===== src/rtl/vga_pkg.sv =====
// vga_pkg: shared constants for the VGA tile path and the tile RAM arbiter.
//   - 640x480 frame timing (800x525 total), 16x16 tiles, 40x30 tile map
//   - arb_state_t: states of the tile RAM arbiter FSM
package vga_pkg;

  localparam int H_ACTIVE   = 640;
  localparam int H_TOTAL    = 800;
  localparam int V_ACTIVE   = 480;
  localparam int V_TOTAL    = 525;

  localparam int TILE_SHIFT = 4;
  localparam int COLS       = 40;
  localparam int ROWS       = 30;

  // Last in-line prefetch happens one tile before the end of the active area;
  // the first tile of the next line is fetched one tile before the line ends.
  localparam logic [9:0] H_PREFETCH_END = 10'(H_ACTIVE - (1 << TILE_SHIFT));
  localparam logic [9:0] H_LINE_FETCH   = 10'(H_TOTAL  - (1 << TILE_SHIFT));
  localparam logic [9:0] V_LAST         = 10'(V_TOTAL - 1);

  typedef enum logic [2:0] {
    IDLE = 3'd0,
    DRD  = 3'd1,
    DCAP = 3'd2,
    GACC = 3'd3,
    GRSP = 3'd4
  } arb_state_t;

endpackage


===== src/rtl/tile_addr_gen.sv =====
// tile_addr_gen: combinational decode of the display prefetch trigger and
// the tile swap point, plus row/col to tile RAM address.
// Ports:
//   pixen           one-CLK pixel enable
//   hcoord, vcoord  beam position
//   trig            a prefetch slot occurs this cycle
//   fetch_ok        trig and the target row lies inside the tile map
//   swap            load the prefetched tile into the current-tile register
//   addr            row*40+col of the tile to prefetch
module tile_addr_gen
  import vga_pkg::*;
#(
  parameter int ADDR_W = 11
) (
  input  logic              pixen,
  input  logic [9:0]        hcoord,
  input  logic [9:0]        vcoord,
  output logic              trig,
  output logic              fetch_ok,
  output logic              swap,
  output logic [ADDR_W-1:0] addr
);

  logic [5:0] row;
  logic [5:0] col;
  logic [5:0] nxt_row;
  logic       in_active;
  logic       at_wrap;

  always_comb begin
    // Tile row of the following line, wrapping after the last line.
    if (vcoord == V_LAST)
      nxt_row = 6'd0;
    else if (vcoord[3:0] == 4'hF)
      nxt_row = vcoord[9:4] + 6'd1;
    else
      nxt_row = vcoord[9:4];

    in_active = (hcoord < H_PREFETCH_END);
    at_wrap   = (hcoord == H_LINE_FETCH);
    trig      = pixen && (hcoord[3:0] == 4'd0) && (in_active || at_wrap);

    if (at_wrap) begin
      row = nxt_row;
      col = 6'd0;
    end else begin
      row = vcoord[9:4];
      col = hcoord[9:4] + 6'd1;
    end

    // Rows 30..32 fall in vertical blanking: nothing to fetch there.
    fetch_ok = trig && (row < 6'(ROWS));
    // row*40 as row*32 + row*8.
    addr     = ADDR_W'({row, 5'b0}) + ADDR_W'({row, 3'b0}) + ADDR_W'(col);
    swap     = pixen && (hcoord[3:0] == 4'hF);
  end

endmodule


===== src/rtl/vga_tile_arbiter.sv =====
// vga_tile_arbiter: shares a single-port tile RAM between the display
// prefetch (always first) and game-logic accesses served in the gaps.
// Ports:
//   CLK, ARST                  clock, asynchronous active-high reset
//   PIXEN, HCOORD, VCOORD      pixel enable and beam position
//   RAM_ADDR/WE/WDATA/RDATA    tile RAM port (read data one CLK after address)
//   GREQ/GWE/GADDR/GWDATA      game request
//   GACK, GRDATA               game completion pulse and read data
//   TILE_CUR                   tile code under the beam
//   OVERRUN                    sticky: a prefetch slot came while one was pending
//   dbg_state                  current arbiter FSM state
// Game handshake: GREQ is sampled only in IDLE while GACK=0; the request
// fields are latched on grant, GACK pulses one CLK three cycles after the
// grant with GRDATA valid in that cycle, and the requester drops GREQ in the
// GACK cycle. A reset abandons an in-flight access without any GACK.
module vga_tile_arbiter
  import vga_pkg::*;
#(
  parameter int ADDR_W = 11,
  parameter int DATA_W = 4
) (
  input  logic              CLK,
  input  logic              ARST,
  input  logic              PIXEN,
  input  logic [9:0]        HCOORD,
  input  logic [9:0]        VCOORD,
  output logic [ADDR_W-1:0] RAM_ADDR,
  output logic              RAM_WE,
  output logic [DATA_W-1:0] RAM_WDATA,
  input  logic [DATA_W-1:0] RAM_RDATA,
  input  logic              GREQ,
  input  logic              GWE,
  input  logic [ADDR_W-1:0] GADDR,
  input  logic [DATA_W-1:0] GWDATA,
  output logic              GACK,
  output logic [DATA_W-1:0] GRDATA,
  output logic [DATA_W-1:0] TILE_CUR,
  output logic              OVERRUN,
  output logic [2:0]        dbg_state
);

  arb_state_t        state, state_nxt;
  logic              disp_pend;
  logic [ADDR_W-1:0] disp_addr;
  logic [ADDR_W-1:0] g_addr;
  logic              g_we;
  logic [DATA_W-1:0] g_wdata;
  logic [DATA_W-1:0] tile_next;

  logic              trig;
  logic              fetch_ok;
  logic              swap;
  logic [ADDR_W-1:0] fetch_addr;
  logic              disp_req;
  logic              grant;

  tile_addr_gen #(.ADDR_W(ADDR_W)) u_addr_gen (
    .pixen    (PIXEN),
    .hcoord   (HCOORD),
    .vcoord   (VCOORD),
    .trig     (trig),
    .fetch_ok (fetch_ok),
    .swap     (swap),
    .addr     (fetch_addr)
  );

  // A trigger arriving in the same cycle as GREQ already counts as a display
  // request, so the display wins the tie; disp_addr is registered by then.
  always_comb begin
    state_nxt = state;
    grant     = 1'b0;
    disp_req  = disp_pend | fetch_ok;
    case (state)
      IDLE: begin
        if (disp_req)
          state_nxt = DRD;
        else if (GREQ && !GACK) begin
          state_nxt = GACC;
          grant     = 1'b1;
        end
      end
      DRD:     state_nxt = DCAP;
      DCAP:    state_nxt = IDLE;
      GACC:    state_nxt = GRSP;
      GRSP:    state_nxt = IDLE;
      default: state_nxt = IDLE;
    endcase
  end

  always_comb begin
    RAM_ADDR  = '0;
    RAM_WE    = 1'b0;
    RAM_WDATA = '0;
    case (state)
      DRD:  RAM_ADDR = disp_addr;
      GACC: begin
        RAM_ADDR  = g_addr;
        RAM_WE    = g_we;
        RAM_WDATA = g_wdata;
      end
      default: ;
    endcase
  end

  always_ff @(posedge CLK or posedge ARST) begin
    if (ARST) begin
      state     <= IDLE;
      disp_pend <= 1'b0;
      disp_addr <= '0;
      g_addr    <= '0;
      g_we      <= 1'b0;
      g_wdata   <= '0;
      tile_next <= '0;
      GACK      <= 1'b0;
      GRDATA    <= '0;
      TILE_CUR  <= '0;
      OVERRUN   <= 1'b0;
    end else begin
      state <= state_nxt;
      GACK  <= (state == GRSP);

      if (grant) begin
        g_addr  <= GADDR;
        g_we    <= GWE;
        g_wdata <= GWDATA;
      end

      if (state == GRSP)
        GRDATA <= RAM_RDATA;

      if (state == DCAP) begin
        tile_next <= RAM_RDATA;
        disp_pend <= 1'b0;
      end

      // Placed after the DCAP update so a fresh fetch overrides the clear.
      if (trig) begin
        if (disp_pend)
          OVERRUN <= 1'b1;
        if (fetch_ok) begin
          disp_addr <= fetch_addr;
          disp_pend <= 1'b1;
        end else begin
          tile_next <= '0;
        end
      end

      if (swap)
        TILE_CUR <= tile_next;
    end
  end

  assign dbg_state = state;

endmodule


===== config.mk =====
export PLATFORM = sky130hd
export DESIGN_NAME = vga_tile_arbiter
export DESIGN_NICKNAME = d
export VERILOG_FILES = /design/src/rtl/vga_pkg.sv /design/src/rtl/tile_addr_gen.sv /design/src/rtl/vga_tile_arbiter.sv
export SDC_FILE = /design/constraint.sdc
export NUM_CORES = 1
export LEC_CHECK = 0
export CORE_MARGIN = 3
export CORE_UTILIZATION = 25
export DETAILED_ROUTE_END_ITERATION = 10
export PLACE_DENSITY_LB_ADDON = 0.15
export SLEW_MARGIN = 5
export SYNTH_ARGS = -nofsm -noshare
export SYNTH_HDL_FRONTEND = slang
export SYNTH_HIERARCHICAL = 1
export SYNTH_SLANG_ARGS = --single-unit

===== constraint.sdc =====
create_clock -name CLK -period 5.1 [get_ports CLK]
set_clock_uncertainty 0.2 [all_clocks]
set_input_delay 0.51 -clock CLK [delete_from_list [all_inputs] [get_ports CLK]]
set_output_delay 0.51 -clock CLK [all_outputs]
set_load 0.02 [all_outputs]

==> metrics.txt <==
Yosys top cell by area dfrtp_1; min-delay src OVERRUN; die height 109 um; Clock Path Buffers 2; Gate power share 42.1%; root buffer cell clkbuf_8; Crit. Startpoint HCOORD[8]; RSZ-0062 raised after global routing false; Mapped Cells 229; nets 365; drt total wl 5970 um; worst endpoint data arrival time 4.29 ns; Iteration-0 DRC Markers 54; Syn Area/Cell 11.7 um^2; post-CTS setup buffers 0; die area 0.0120 mm^2; first-pass GRT wire length 9810 um; max incr delay on CP 0.55 ns; most frequent cells after synthesis dfrtp_1 (45), mux2_2 (25), nor2_1 (25), mux2i_1 (17); Crit. End Element register; ANT nets after route 0; Pwr per Cell Area 414 mW/mm^2; #FFs+latches synth 45; grt total ovfl 0; Synth Flop Type dfrtp_1; worst path cell trace clkdlybuf4s50_1, or3b_4, nor4_4, nand2_1, xnor2_1, fa_1, inv_1, fa_1, nor2b_1, o21ai_0, a21oi_1, o21a_1, nor2_1, xnor2_1, mux2_2; routed vias 1,869; fraction of registers with async set/reset 100%; Mapped Nets 290; slew margin rel. 33.9%; vias in the first global route 1,971; Fin Setup TNS 0 ns; PortBufs 72; sw frac 33.6%; antenna violations before repair 0; CTS resizes 0; starting density of the core 25.8%; Worst Hold Class register to register; Reg clk slew, reported paths 0.09 ns; Seq pwr share 38.8%; Netlist cell types 42; Inserted Clock Buffers 5; htree depth 2; Critical Path RT 5.09 ns; Worst R2R Start dbg_state[1]; Sink Count 45; static leakage power 0.00166 uW; proportion of layout cells with a drive suffix above 1 18.7%; status completed; Synth area leaders dfrtp_1 (42%), mux2_2 (11%), ha_1 (7.0%); Tcrit/Tclk final 84.4%; Fin. Hold Viols 0; hpwl dp 4520 um; Hold-fix buffers, CTS 0; total track usage 10.4%; Max Transition Viols Final 0; Finish-stage setup viols 0; DP Area 0.00354 mm^2; row count 37; DR pass1 iterations 4; TritonCTS clock tree yes; fin crit period 4.30 ns; # Max-Cap Violations 0; Post-synth EDFFs 0; Synth top area share 42.1%; mapped cell area 0.00268 mm^2; cell with the most instances after synthesis dfrtp_1; ant diodes 0; maximum VDD drop 0.000143 V; Clock power frac 19.1%; core area 0.0104 mm^2; CP Class primary input to register; post-route cell area 0.00366 mm^2; synthesis-to-layout area growth 36.9%; gpl congestion 0.688; switching pwr 510 uW; routed len/inst 13.5 um; Max stage delay cell, worst path fa_1; vias per inst 4.24; fmax 232 MHz; Die Span X 109 um; largest net degree at the start of global routing 46; Worst Tran Pin Value 0.991 ns; CP Max Fanout 5; clk_lat worst skew 0.30 ns; warnings from Yosys 6; crit start category primary input; Fillers 1,093; sequential share of the synthesized area 42.1%; P_int 1010 uW; DR DRC count 0; io pins 73
==> layout make-up <==
type | count | area, um^2 | share of cell area (%)
well taps | 136 | 170 | 4.64
repair buffers | 73 | 728 | 19.9
clock inverters | 2 | 37.5 | 1.02
flip-flops and latches | 45 | 1130 | 30.7
inverters | 15 | 56.3 | 1.54
clock buffers | 6 | 82.6 | 2.25
multi-input cells | 164 | 1460 | 39.9
==> flip-flops by register name, summed over array words and instances (netlist names) <==
register / count
disp_addr: 11
dbg_state: 3
TILE_CUR: 4
GRDATA: 4
OVERRUN: 1
tile_next: 4
g_we: 1
g_addr: 11
g_wdata: 4
disp_pend: 1
GACK: 1
==> cells in the final DEF (no fill, tap or decap), types with 2 or more instances in the layout <==
cell	instances
a21o_1	2
a21oi_1	3
and3_1	8
clkbuf_8	6
clkdlybuf4s50_1	72
dfrtp_1	45
fa_1	2
ha_1	15
inv_1	14
mux2_2	25
mux2_4	10
mux2i_1	17
nand2_1	5
nand3_1	4
nand4_1	4
nor2_1	25
nor2b_1	5
nor3_1	3
nor3b_2	2
o21a_1	2
o21ai_0	3
xnor2_1	8
xor2_1	3
==> power groups by stage <==
| stage | registers, uW | clock network, uW | logic (uW) |
|---|---|---|---|
| 6_report | 588 | 290 | 639 |
| 5_1_grt | 613 | 315 | 702 |
| 4_1_cts | 589 | 303 | 651 |
| 3_5_place_dp | 596 | 0 | 647 |
| 3_3_place_gp | 592 | 0 | 645 |
| 2_1_floorplan | 602 | 0 | 402 |
==> cells by family after synthesis <==
family,after synthesis,synth area share [%]
and+or+nand+nor,69,16.0
muxes,52,22.5
DFF,45,42.1
buffers and inverters,20,3.23
adders and majority gates,17,8.51
AOI/OAI and AO/OA,14,3.46
xor gates and xnor gates,12,4.21
==> per-layer routing <==
metal | vias up | share of wire (%) | track usage, %
li1 | 952 | - | -
met1 | 863 | 51 | 15.2
met2 | 50 | 42 | 15.2
met3 | 4 | 5.8 | 2.23
met4 | 0 | 1.4 | 3.47
met5 | - | 0 | 0
==> worst paths after layout <==
kind | end | slack (ns) | depth (start not counted)
max in group asynchronous | g_addr[6] | 3.55 | 2
min in group asynchronous | dbg_state[0] | 0.54 | 2
setup reg to reg | tile_next[1] | 2.90 | 3
hold / removal | OVERRUN | 0.28 | 1
hold reg to reg | OVERRUN | 0.28 | 1
setup / recovery | disp_addr[10] | 0.80 | 15
==> critical path: cells and delay by family <==
family,cells,cell delay (ns)
and+or+nand+nor,5,1.17
adders and majority gates,2,1.00
muxes,1,0.25
AOI/OAI and AO/OA,3,0.44
xor gates and xnor gates,2,0.30
buffers and inverters,2,0.60
==> metrics by stage <==
step	util [%]	setup WS [ns]	hold WS [ns]	power, uW	cells
after floorplan	-	1.13	0.271	1000	229
after global placement	34.2	0.532	0.243	1240	433
after detailed placement	34.2	0.449	0.251	1240	433
after CTS	35.3	0.769	0.281	1540	441
after global routing	35.3	0.555	0.314	1630	441
final	35.3	0.797	0.281	1520	441
No activity file was read; power rests on OpenSTA's default activity.
